<file path="src/rtl/dplca_txop_table_ctrl_if.sv">
// dplca_txop_table_ctrl_if: PLCA-side inputs and claim-table results of the DPLCA TXOP table manager.
// Inputs: dplca_aging, beacon_rx, txop_active, txop_id[7:0], plca_node_count[7:0].
// Outputs: dplca_txop_table_upd, dplca_new_age, dplca_txop_id[7:0], dplca_txop_node_count[7:0],
//   txop_claim_table_unpacked[511:0], max_hard_claim[7:0], pick_free_txop[7:0].
// DPLCA_TXOP_STATS_EN adds dplca_cycle_cnt[15:0] and dplca_overrun_cnt[7:0].
interface dplca_txop_table_ctrl_if;
    logic         dplca_aging;
    logic         beacon_rx;
    logic         txop_active;
    logic [7:0]   txop_id;
    logic [7:0]   plca_node_count;
    logic         dplca_txop_table_upd;
    logic         dplca_new_age;
    logic [7:0]   dplca_txop_id;
    logic [7:0]   dplca_txop_node_count;
    logic [511:0] txop_claim_table_unpacked;
    logic [7:0]   max_hard_claim;
    logic [7:0]   pick_free_txop;
`ifdef DPLCA_TXOP_STATS_EN
    logic [15:0]  dplca_cycle_cnt;
    logic [7:0]   dplca_overrun_cnt;
`endif
    modport master (
        output dplca_aging, beacon_rx, txop_active, txop_id, plca_node_count,
        input  dplca_txop_table_upd, dplca_new_age, dplca_txop_id, dplca_txop_node_count,
        input  txop_claim_table_unpacked, max_hard_claim, pick_free_txop
`ifdef DPLCA_TXOP_STATS_EN
        , input dplca_cycle_cnt, dplca_overrun_cnt
`endif
    );
    modport slave (
        input  dplca_aging, beacon_rx, txop_active, txop_id, plca_node_count,
        output dplca_txop_table_upd, dplca_new_age, dplca_txop_id, dplca_txop_node_count,
        output txop_claim_table_unpacked, max_hard_claim, pick_free_txop
`ifdef DPLCA_TXOP_STATS_EN
        , output dplca_cycle_cnt, dplca_overrun_cnt
`endif
    );
endinterface

</file>
<file path="src/rtl/dplca_txop_table_ctrl.sv">
// dplca_txop_table_ctrl: DPLCA TXOP claim table with per-beacon update, window aging and sequential result scan.
// Ports: clk (PLCA clock), plca_reset_n (async active-low reset),
//   bus (dplca_txop_table_ctrl_if.slave): beacon/TXOP activity in, HARD_CLAIMING / MAX_HARD_CLAIM /
//   PICK_FREE_TXOP results and the live claim table out.
// Optional: DPLCA_TXOP_STATS_EN adds saturating completed-cycle and aborted-scan counters.
module dplca_txop_table_ctrl #(
    parameter int DPLCA_AGING_CYCLES = 4,
    parameter int CLAIM_MAX = 3
) (
    input logic clk,
    input logic plca_reset_n,
    dplca_txop_table_ctrl_if.slave bus
);
    typedef enum logic [1:0] {IDLE, UPDATE, SCAN, DONE} state_t;
    state_t state, state_n;
    logic [255:0][1:0] tbl;
    logic [255:0] seen, set_vec, hit;
    logic [7:0] age_cnt, cycle_max, idx, lat_id, lat_cnt, mh_acc, pf_acc;
    logic aging_q, age_q, fall, age, done_ok;
`ifdef DPLCA_TXOP_STATS_EN
    logic overrun;
    assign overrun = bus.beacon_rx && !fall && state != IDLE;
`endif
    assign bus.txop_claim_table_unpacked = tbl;
    always_comb begin
        fall = aging_q && !bus.dplca_aging;
        age = bus.dplca_aging && age_cnt == 8'(DPLCA_AGING_CYCLES - 1);
        set_vec = '0;
        if (bus.txop_active) set_vec[bus.txop_id] = 1'b1;
        hit = seen | set_vec;
        done_ok = state == DONE && !bus.beacon_rx && !fall;
        // any beacon restarts at UPDATE; from a busy state this is an overrun that drops the pending result
        state_n = fall ? IDLE :
                  bus.beacon_rx ? UPDATE :
                  state == UPDATE ? SCAN :
                  (state == SCAN && idx == 8'hff) ? DONE :
                  state == DONE ? IDLE : state;
    end
    always_ff @(posedge clk or negedge plca_reset_n) begin
        if (!plca_reset_n) state <= IDLE;
        else state <= state_n;
    end
    always_ff @(posedge clk or negedge plca_reset_n) begin
        if (!plca_reset_n) begin
            tbl <= '0;
            seen <= '0;
            age_cnt <= '0;
            cycle_max <= '0;
            idx <= '0;
            lat_id <= '0;
            lat_cnt <= '0;
            mh_acc <= '0;
            pf_acc <= 8'hff;
            aging_q <= 1'b0;
            age_q <= 1'b0;
            bus.dplca_txop_table_upd <= 1'b0;
            bus.dplca_new_age <= 1'b0;
            bus.dplca_txop_id <= '0;
            bus.dplca_txop_node_count <= '0;
            bus.max_hard_claim <= '0;
            bus.pick_free_txop <= 8'hff;
`ifdef DPLCA_TXOP_STATS_EN
            bus.dplca_cycle_cnt <= '0;
            bus.dplca_overrun_cnt <= '0;
`endif
        end else begin
            aging_q <= bus.dplca_aging;
            // a set in the same clock as the clear survives into the new window
            seen <= ((fall || (state == UPDATE && age)) ? '0 : seen) | set_vec;
            age_cnt <= (fall || !bus.dplca_aging || (state == UPDATE && age)) ? 8'd0 :
                       state == UPDATE ? age_cnt + 8'd1 : age_cnt;
            cycle_max <= bus.beacon_rx ? 8'd0 :
                         (bus.txop_active && bus.txop_id > cycle_max) ? bus.txop_id : cycle_max;
            for (int i = 0; i < 256; i++) begin
                if (fall) tbl[i] <= 2'd0;
                else if (state == UPDATE)
                    tbl[i] <= hit[i] ? 2'(CLAIM_MAX) : (age && tbl[i] != 2'd0) ? tbl[i] - 2'd1 : tbl[i];
            end
            if (bus.beacon_rx) begin
                lat_id <= bus.txop_id;
                lat_cnt <= cycle_max == 8'hff ? 8'hff : cycle_max + 8'd1;
            end
            idx <= state == SCAN ? idx + 8'd1 : 8'd0;
            if (state == UPDATE) begin
                age_q <= age;
                mh_acc <= '0;
                pf_acc <= 8'hff;
            end else if (state == SCAN) begin
                if (tbl[idx][1]) mh_acc <= idx;
                if (pf_acc == 8'hff && tbl[idx] == 2'd0 && idx != 8'd0 && idx < bus.plca_node_count)
                    pf_acc <= idx;
            end
            bus.dplca_txop_table_upd <= done_ok;
            bus.dplca_new_age <= done_ok && age_q;
            if (done_ok) begin
                bus.dplca_txop_id <= lat_id;
                bus.dplca_txop_node_count <= lat_cnt;
                bus.max_hard_claim <= mh_acc;
                bus.pick_free_txop <= pf_acc;
            end
`ifdef DPLCA_TXOP_STATS_EN
            bus.dplca_cycle_cnt <= fall ? 16'd0 :
                                   (done_ok && bus.dplca_cycle_cnt != 16'hffff) ? bus.dplca_cycle_cnt + 16'd1 :
                                   bus.dplca_cycle_cnt;
            bus.dplca_overrun_cnt <= fall ? 8'd0 :
                                     (overrun && bus.dplca_overrun_cnt != 8'hff) ? bus.dplca_overrun_cnt + 8'd1 :
                                     bus.dplca_overrun_cnt;
`endif
        end
    end
endmodule

</file>
<file path="src/flat_wrapper.sv">
// flat-port wrapper written by rule: the top's interface ports become plain ports
module dplca_txop_table_ctrl_flat 
#(
    parameter int DPLCA_AGING_CYCLES = 4,
    parameter int CLAIM_MAX = 3
)
  (clk, plca_reset_n, bus_dplca_aging, bus_beacon_rx, bus_txop_active, bus_txop_id, bus_plca_node_count, bus_dplca_txop_table_upd, bus_dplca_new_age, bus_dplca_txop_id, bus_dplca_txop_node_count, bus_txop_claim_table_unpacked, bus_max_hard_claim, bus_pick_free_txop);
  dplca_txop_table_ctrl_if bus_i ();
  input logic clk;
  input logic plca_reset_n;
  input wire logic [$bits(bus_i.dplca_aging)-1:0] bus_dplca_aging;
  input wire logic [$bits(bus_i.beacon_rx)-1:0] bus_beacon_rx;
  input wire logic [$bits(bus_i.txop_active)-1:0] bus_txop_active;
  input wire logic [$bits(bus_i.txop_id)-1:0] bus_txop_id;
  input wire logic [$bits(bus_i.plca_node_count)-1:0] bus_plca_node_count;
  output wire logic [$bits(bus_i.dplca_txop_table_upd)-1:0] bus_dplca_txop_table_upd;
  output wire logic [$bits(bus_i.dplca_new_age)-1:0] bus_dplca_new_age;
  output wire logic [$bits(bus_i.dplca_txop_id)-1:0] bus_dplca_txop_id;
  output wire logic [$bits(bus_i.dplca_txop_node_count)-1:0] bus_dplca_txop_node_count;
  output wire logic [$bits(bus_i.txop_claim_table_unpacked)-1:0] bus_txop_claim_table_unpacked;
  output wire logic [$bits(bus_i.max_hard_claim)-1:0] bus_max_hard_claim;
  output wire logic [$bits(bus_i.pick_free_txop)-1:0] bus_pick_free_txop;
  assign bus_i.dplca_aging = bus_dplca_aging;
  assign bus_i.beacon_rx = bus_beacon_rx;
  assign bus_i.txop_active = bus_txop_active;
  assign bus_i.txop_id = bus_txop_id;
  assign bus_i.plca_node_count = bus_plca_node_count;
  assign bus_dplca_txop_table_upd = bus_i.dplca_txop_table_upd;
  assign bus_dplca_new_age = bus_i.dplca_new_age;
  assign bus_dplca_txop_id = bus_i.dplca_txop_id;
  assign bus_dplca_txop_node_count = bus_i.dplca_txop_node_count;
  assign bus_txop_claim_table_unpacked = bus_i.txop_claim_table_unpacked;
  assign bus_max_hard_claim = bus_i.max_hard_claim;
  assign bus_pick_free_txop = bus_i.pick_free_txop;
  dplca_txop_table_ctrl #(.DPLCA_AGING_CYCLES(DPLCA_AGING_CYCLES), .CLAIM_MAX(CLAIM_MAX)) u_core (.clk(clk), .plca_reset_n(plca_reset_n), .bus(bus_i));
endmodule
</file>
<file path="config.mk">
export PLATFORM = sky130hd
export DESIGN_NAME = dplca_txop_table_ctrl_flat
export DESIGN_NICKNAME = d
export VERILOG_FILES = /design/src/rtl/dplca_txop_table_ctrl_if.sv /design/src/rtl/dplca_txop_table_ctrl.sv /design/src/flat_wrapper.sv
export SDC_FILE = /design/constraint.sdc
export NUM_CORES = 2
export LEC_CHECK = 0
export CORE_ASPECT_RATIO = 0.9
export CORE_UTILIZATION = 57
export DETAILED_ROUTE_END_ITERATION = 8
export PLACE_DENSITY_LB_ADDON = 0.08
export SLEW_MARGIN = 20
export SYNTH_ARGS = -nofsm -noshare
export SYNTH_HDL_FRONTEND = slang
export SYNTH_SLANG_ARGS = --single-unit
</file>
<file path="constraint.sdc">
create_clock -name clk -period 3.8 [get_ports clk]
set_input_delay 0.57 -clock clk [delete_from_list [all_inputs] [get_ports clk]]
set_output_delay 0.57 -clock clk [all_outputs]
set_load 0.02 [all_outputs]
</file>
# Word-level counts from Yosys, hierarchy flattened
# Cells that the tools add are included.
# op_classes
magnitude_cmp	5
n_div	0
shifts	0
muxes	1047
reduce_logical	1053
n_mul	0
n_addsub	259
bitwise	2
eq_ne	7
# op_table
op	n
2-bit two-way mux	1030
3-bit nonzero test	256
2-bit nonzero test	262
2-bit AND reduction	258
256-bit two-way mux	2
256-bit OR	2
2-bit by 1-bit subtractor with 2-bit output, second input constant	256
1-bit logical AND	268
8-bit two-way mux	12
8-bit by 1-bit adder with 8-bit output, second input constant	3
8-bit equality test, second input constant	3
8-bit by 9-bit less-than comparator with 1-bit output, second input constant	2
2-bit binary-select mux with 8-bit select	1
1-bit demux with 8-bit select	1
8-bit by 2-bit equality test with 1-bit output, second input constant	1
8-bit by 1-bit >= comparator with 1-bit output, second input constant	1
8-bit > comparator	1
8-bit less-than comparator	1
8-bit nonzero test	1
5-bit nonzero test	1
2-bit equality test, second input constant	2
1-bit zero test	3
1-bit logical OR	3
2-bit by 1-bit equality test with 1-bit output, second input constant	1
2 further kinds	2
# word_totals
inputBits	21
romBits	0
ramBits	0
memories	0
out_inout_bits	546
word_cells	2646
ff_bits	862
latchBits	0

# Logic depth before layout (Yosys ltp)
# depth
depth_word	9
depth_mapped	13
mapped_depth_nobuf	9

# Worst setup path after synthesis
# Ideal clock, no wire load.
# synth_path
path_type	reg-to-reg
from	register u_core.idx[2]
to	register u_core.pf_acc[1]
path_slack_ps	1016
required_time_ps	3699
setup_time_ps	101
path_stages_with_launch	9
synth_period_minus_slack_ps	2784
t_arrival_ps	2683
n_path_buf	3
path_cell_list	dfrtp_1 -> buf_4 -> buf_2 -> buf_4 -> mux4_2 -> mux4_2 -> a211o_1 -> a2111oi_4 -> a31oi_1
# synth_via
elab_chain_cells	8
word_cells_on_any_way	10
classes_between	order compare (1); mux (2); reduce/logical (7)
# synth_lines
element	line_no	rtl
start: declaration	dplca_txop_table_ctrl.sv:18	logic [7:0] age_cnt, cycle_max, idx, lat_id, lat_cnt, mh_acc, pf_acc;
start signal: assignment	dplca_txop_table_ctrl.sv:83	idx <= state == SCAN ? idx + 8'd1 : 8'd0;
2-bit binary-select mux with 8-bit select	dplca_txop_table_ctrl.sv:90	if (pf_acc == 8'hff && tbl[idx] == 2'd0 && idx != 8'd0 && idx < bus.plca_node_count)
2-bit two-way mux (implied by the code)	dplca_txop_table_ctrl.sv:90	
2-bit zero test	dplca_txop_table_ctrl.sv:90	
1-bit logical AND (2 in series)	dplca_txop_table_ctrl.sv:90	
1-bit logical AND (*)	dplca_txop_table_ctrl.sv:90	
2-bit nonzero test (no source line) (*)	-	
2-bit AND reduction (no source line) (*)	-	
end signal: assignment	dplca_txop_table_ctrl.sv:91	pf_acc <= idx;
end: declaration	dplca_txop_table_ctrl.sv:18	
# Mark *: on every way between the ends. The rest lies on a longest branch, timed or not. The select of a mux whose other input is x is not followed.
# A chain may end at the register's enable or synchronous reset.

# Worst setup path in the final report
# layout_path
from	register u_core.idx[1]
to	register u_core.mh_acc[4]
# layout_via
elab_chain_cells	4
# layout_lines
element	line_no	rtl
2-bit binary-select mux with 8-bit select	dplca_txop_table_ctrl.sv:89	if (tbl[idx][1]) mh_acc <= idx;
2-bit two-way mux (implied by the code)	dplca_txop_table_ctrl.sv:89	
2-bit nonzero test (no source line)	-	
2-bit AND reduction (no source line)	-	
end signal: assignment	dplca_txop_table_ctrl.sv:89	
end: declaration	dplca_txop_table_ctrl.sv:18	
# No other way between the ends. The select of a mux whose other input is x is not followed.

==> flow_summary.toml <==
[timing]
fin_ws_ns = 0.156
worst_pin_slew_ns = 1.03
timing.final.crit_share_pct = 95.9
fin_crit_ns = 3.64
maxSlewViolCount = 0
max_freq_mhz = 274
fin_setup_tns_ns = 0
hold_ws_ns = -0.0193
slew_headroom_pct = 31.1
rsz0062_at_grt = "no"
finalHoldViolations = 11
fin_skew_ns = 0.0244
final-setup-viol-count = 0

[layout]
fin_util_pct = 70.7
largest_register_ffs = 512
drive_above_1_share_pct = 11.7
final_nets = 5736
area_growth_pct = 22.3
design_area_sq_um = 59900
fin_cells = 6646

[route]
antenna_left = 0
route.detailed.drc = 0
viasPerCell = 6.63
via_count = 44100
drt_wl_total_mm = 174
firstDrtPassIters = 8
drt_iter0_drc = 5572
drt-wirelength-per-cell_um = 26.2

[worst_setup_path]
crit_fanout = 23
cp.arrival_ns = 4.14
path_cells = "inv_2, buf_4, o2111a_1, o311ai_1, nand3_1, nand4_2, and2_1, o311ai_2"
crit_path_top_delay_cell = "dfrtp_4"
critical_path_buf_inv_count = 2
worstSetupPathType = "reg -> reg"
crit-reg2reg-launch = "u_core.idx[1]"
crit_family = "simple AND/OR/NAND/NOR gates"
timing.rr.end = "u_core.mh_acc[4]"
startpoint = "u_core.idx[1]"
cp.required_ns = 4.29
endpoint_kind = "flop"
crit_path_max_incr_delay_ns = 0.85
reg2reg_slack_ns = 0.16
start_kind = "flop"
reg2reg_depth = 8

[place]
place_congestion = 0.927
io_buffers = 566
place_ws_ns = 0.296
placed_area_sq_um = 56700
post-dp-hpwl_mm = 119
dp.cells = 6475

[synthesis]
ys_seq_elements = 862
synth_area_per_cell_sq_um = 9.88
syn-cell-area_sq_um = 49000
syn-num-nets = 5259
synthTopCellsByCount = "nor2_1, dfrtp_1, inv_1, a311oi_1, clkbuf_1"
ys_seq_area_share_pct = 44.0
ys_top_cells_by_area = "dfrtp_1, a311oi_1, nor2_1"
synth_cells = 4960
synth-edff-count = 0
ys_warn_count = 0
synthFlopType = "dfrtp_1"
post-synth-top-count-cell = "nor2_1"
async_flop_share_pct = 100
yosysTopAreaCellShare_pct = 43.2
yosysTopAreaCell = "dfrtp_1"
yosysUniqueCellTypes = 69

[clock_network]
clock_latency_ns = 0.66
cts-root-buf = "clkbuf_16"
hold_buffers = 0
post_cts_resized = 0
numCtsBuffers = 93
cts_tree = "done"
htree_levels = 3
clkSlewWorstSetupHoldPaths_ns = 0.06
cts_buffer_depth = 3
cts_setup_buffers = 0
cts_sinks = 862

[outcome]
violations = "hold timing"
status = "finished, violations left"

[job]
cap_violations = 0

[die]
core_area_sq_um = 84800
initial_core_util_pct = 57.8
die_area_sq_um = 87200
pin_count = 567
fp.dieH_um = 280
die_w_um = 311
row_count = 101

[power_and_ir_drop]
p_total_mw = 22.1
p_leak_nw = 25.0
p_per_area_nw_per_um2 = 369
peakVddDrop_uv = 356

[grt]
grt_max_degree = 154
grt_pass1_wl_mm = 261
grt_usage_pct = 39.4
grt_pass1_vias = 42300
overflow = 0
antenna_found_initial = 7

[min_path]
worstHoldPathType = "in -> async"
where the power goes:
| group | leakage [nW] | switching [mW] | internal (mW) |
|---|---|---|---|
| sequential | 11.9 | 0.368 | 9.52 |
| combinational | 11.5 | 1.63 | 1.02 |
| clock | 1.61 | 3.90 | 5.68 |
| total | 25.0 | 5.89 | 16.2 |
layer usage:
layer	wire (um)	global-route usage, %	vias to the layer above
met2	76100	58.1	2794
li1	-	-	18900
met3	19200	9.23	597
met4	12000	24.7	8
met1	66900	52.7	21800
met5	50	0	-
worst max-delay path by stage:
stage / cells after the start / end
after floorplan: 8 / u_core.pf_acc[1]
after global placement: 9 / u_core.pf_acc[5]
after detailed placement: 9 / u_core.mh_acc[4]
after CTS: 9 / u_core.mh_acc[4]
after global routing: 9 / u_core.pf_acc[5]
final: 8 / u_core.mh_acc[4]
cell families (layout without fill, tap and decap cells):
family                     count (synthesis)  count (layout)  share of synthesized area, %
AOI/OAI and AO/OA                       1346            1346                          21.9
xor gates and xnor gates                  16              16                         0.286
adders and majority gates                278             278                          7.10
buffers and inverters                    899            1451                          7.19
DFF                                      862             862                          44.0
muxes                                    212             212                          7.67
other                                      0               1                             0
and+or+nand+nor                         1347            1347                          11.8
final cells by class:
| cell class | instances | area, sq um |
|---|---|---|
| Inverter | 550 | 2070 |
| Tap cell | 1133 | 1420 |
| Sequential cell | 862 | 21600 |
| Multi-Input combinational cell | 3199 | 24100 |
| Timing Repair Buffer | 731 | 7530 |
| Clock inverter | 33 | 372 |
| Fill cell | 6236 | 24800 |
| Antenna cell | 1 | 2.50 |
| Clock buffer | 137 | 2830 |
placed cells by master (no fill, tap or decap), types with 12 or more instances in the layout:
cell type,n
nand3_1,13
nor2_1,998
or2_2,83
clkbuf_1,15
clkbuf_16,97
nor2b_1,88
nor3_2,12
clkbuf_8,25
mux2_2,44
nor3_1,37
buf_12,50
dfrtp_1,842
a21oi_1,176
o21a_1,138
a21o_1,185
dfstp_2,16
nand4_1,18
buf_4,115
nand2_1,36
a311oi_1,513
clkinv_2,24
a22o_1,246
ha_1,277
inv_1,544
mux4_2,120
a22oi_1,18
mux2i_1,41
clkdlybuf4s50_1,565
Power figures use the tool's default switching activity.
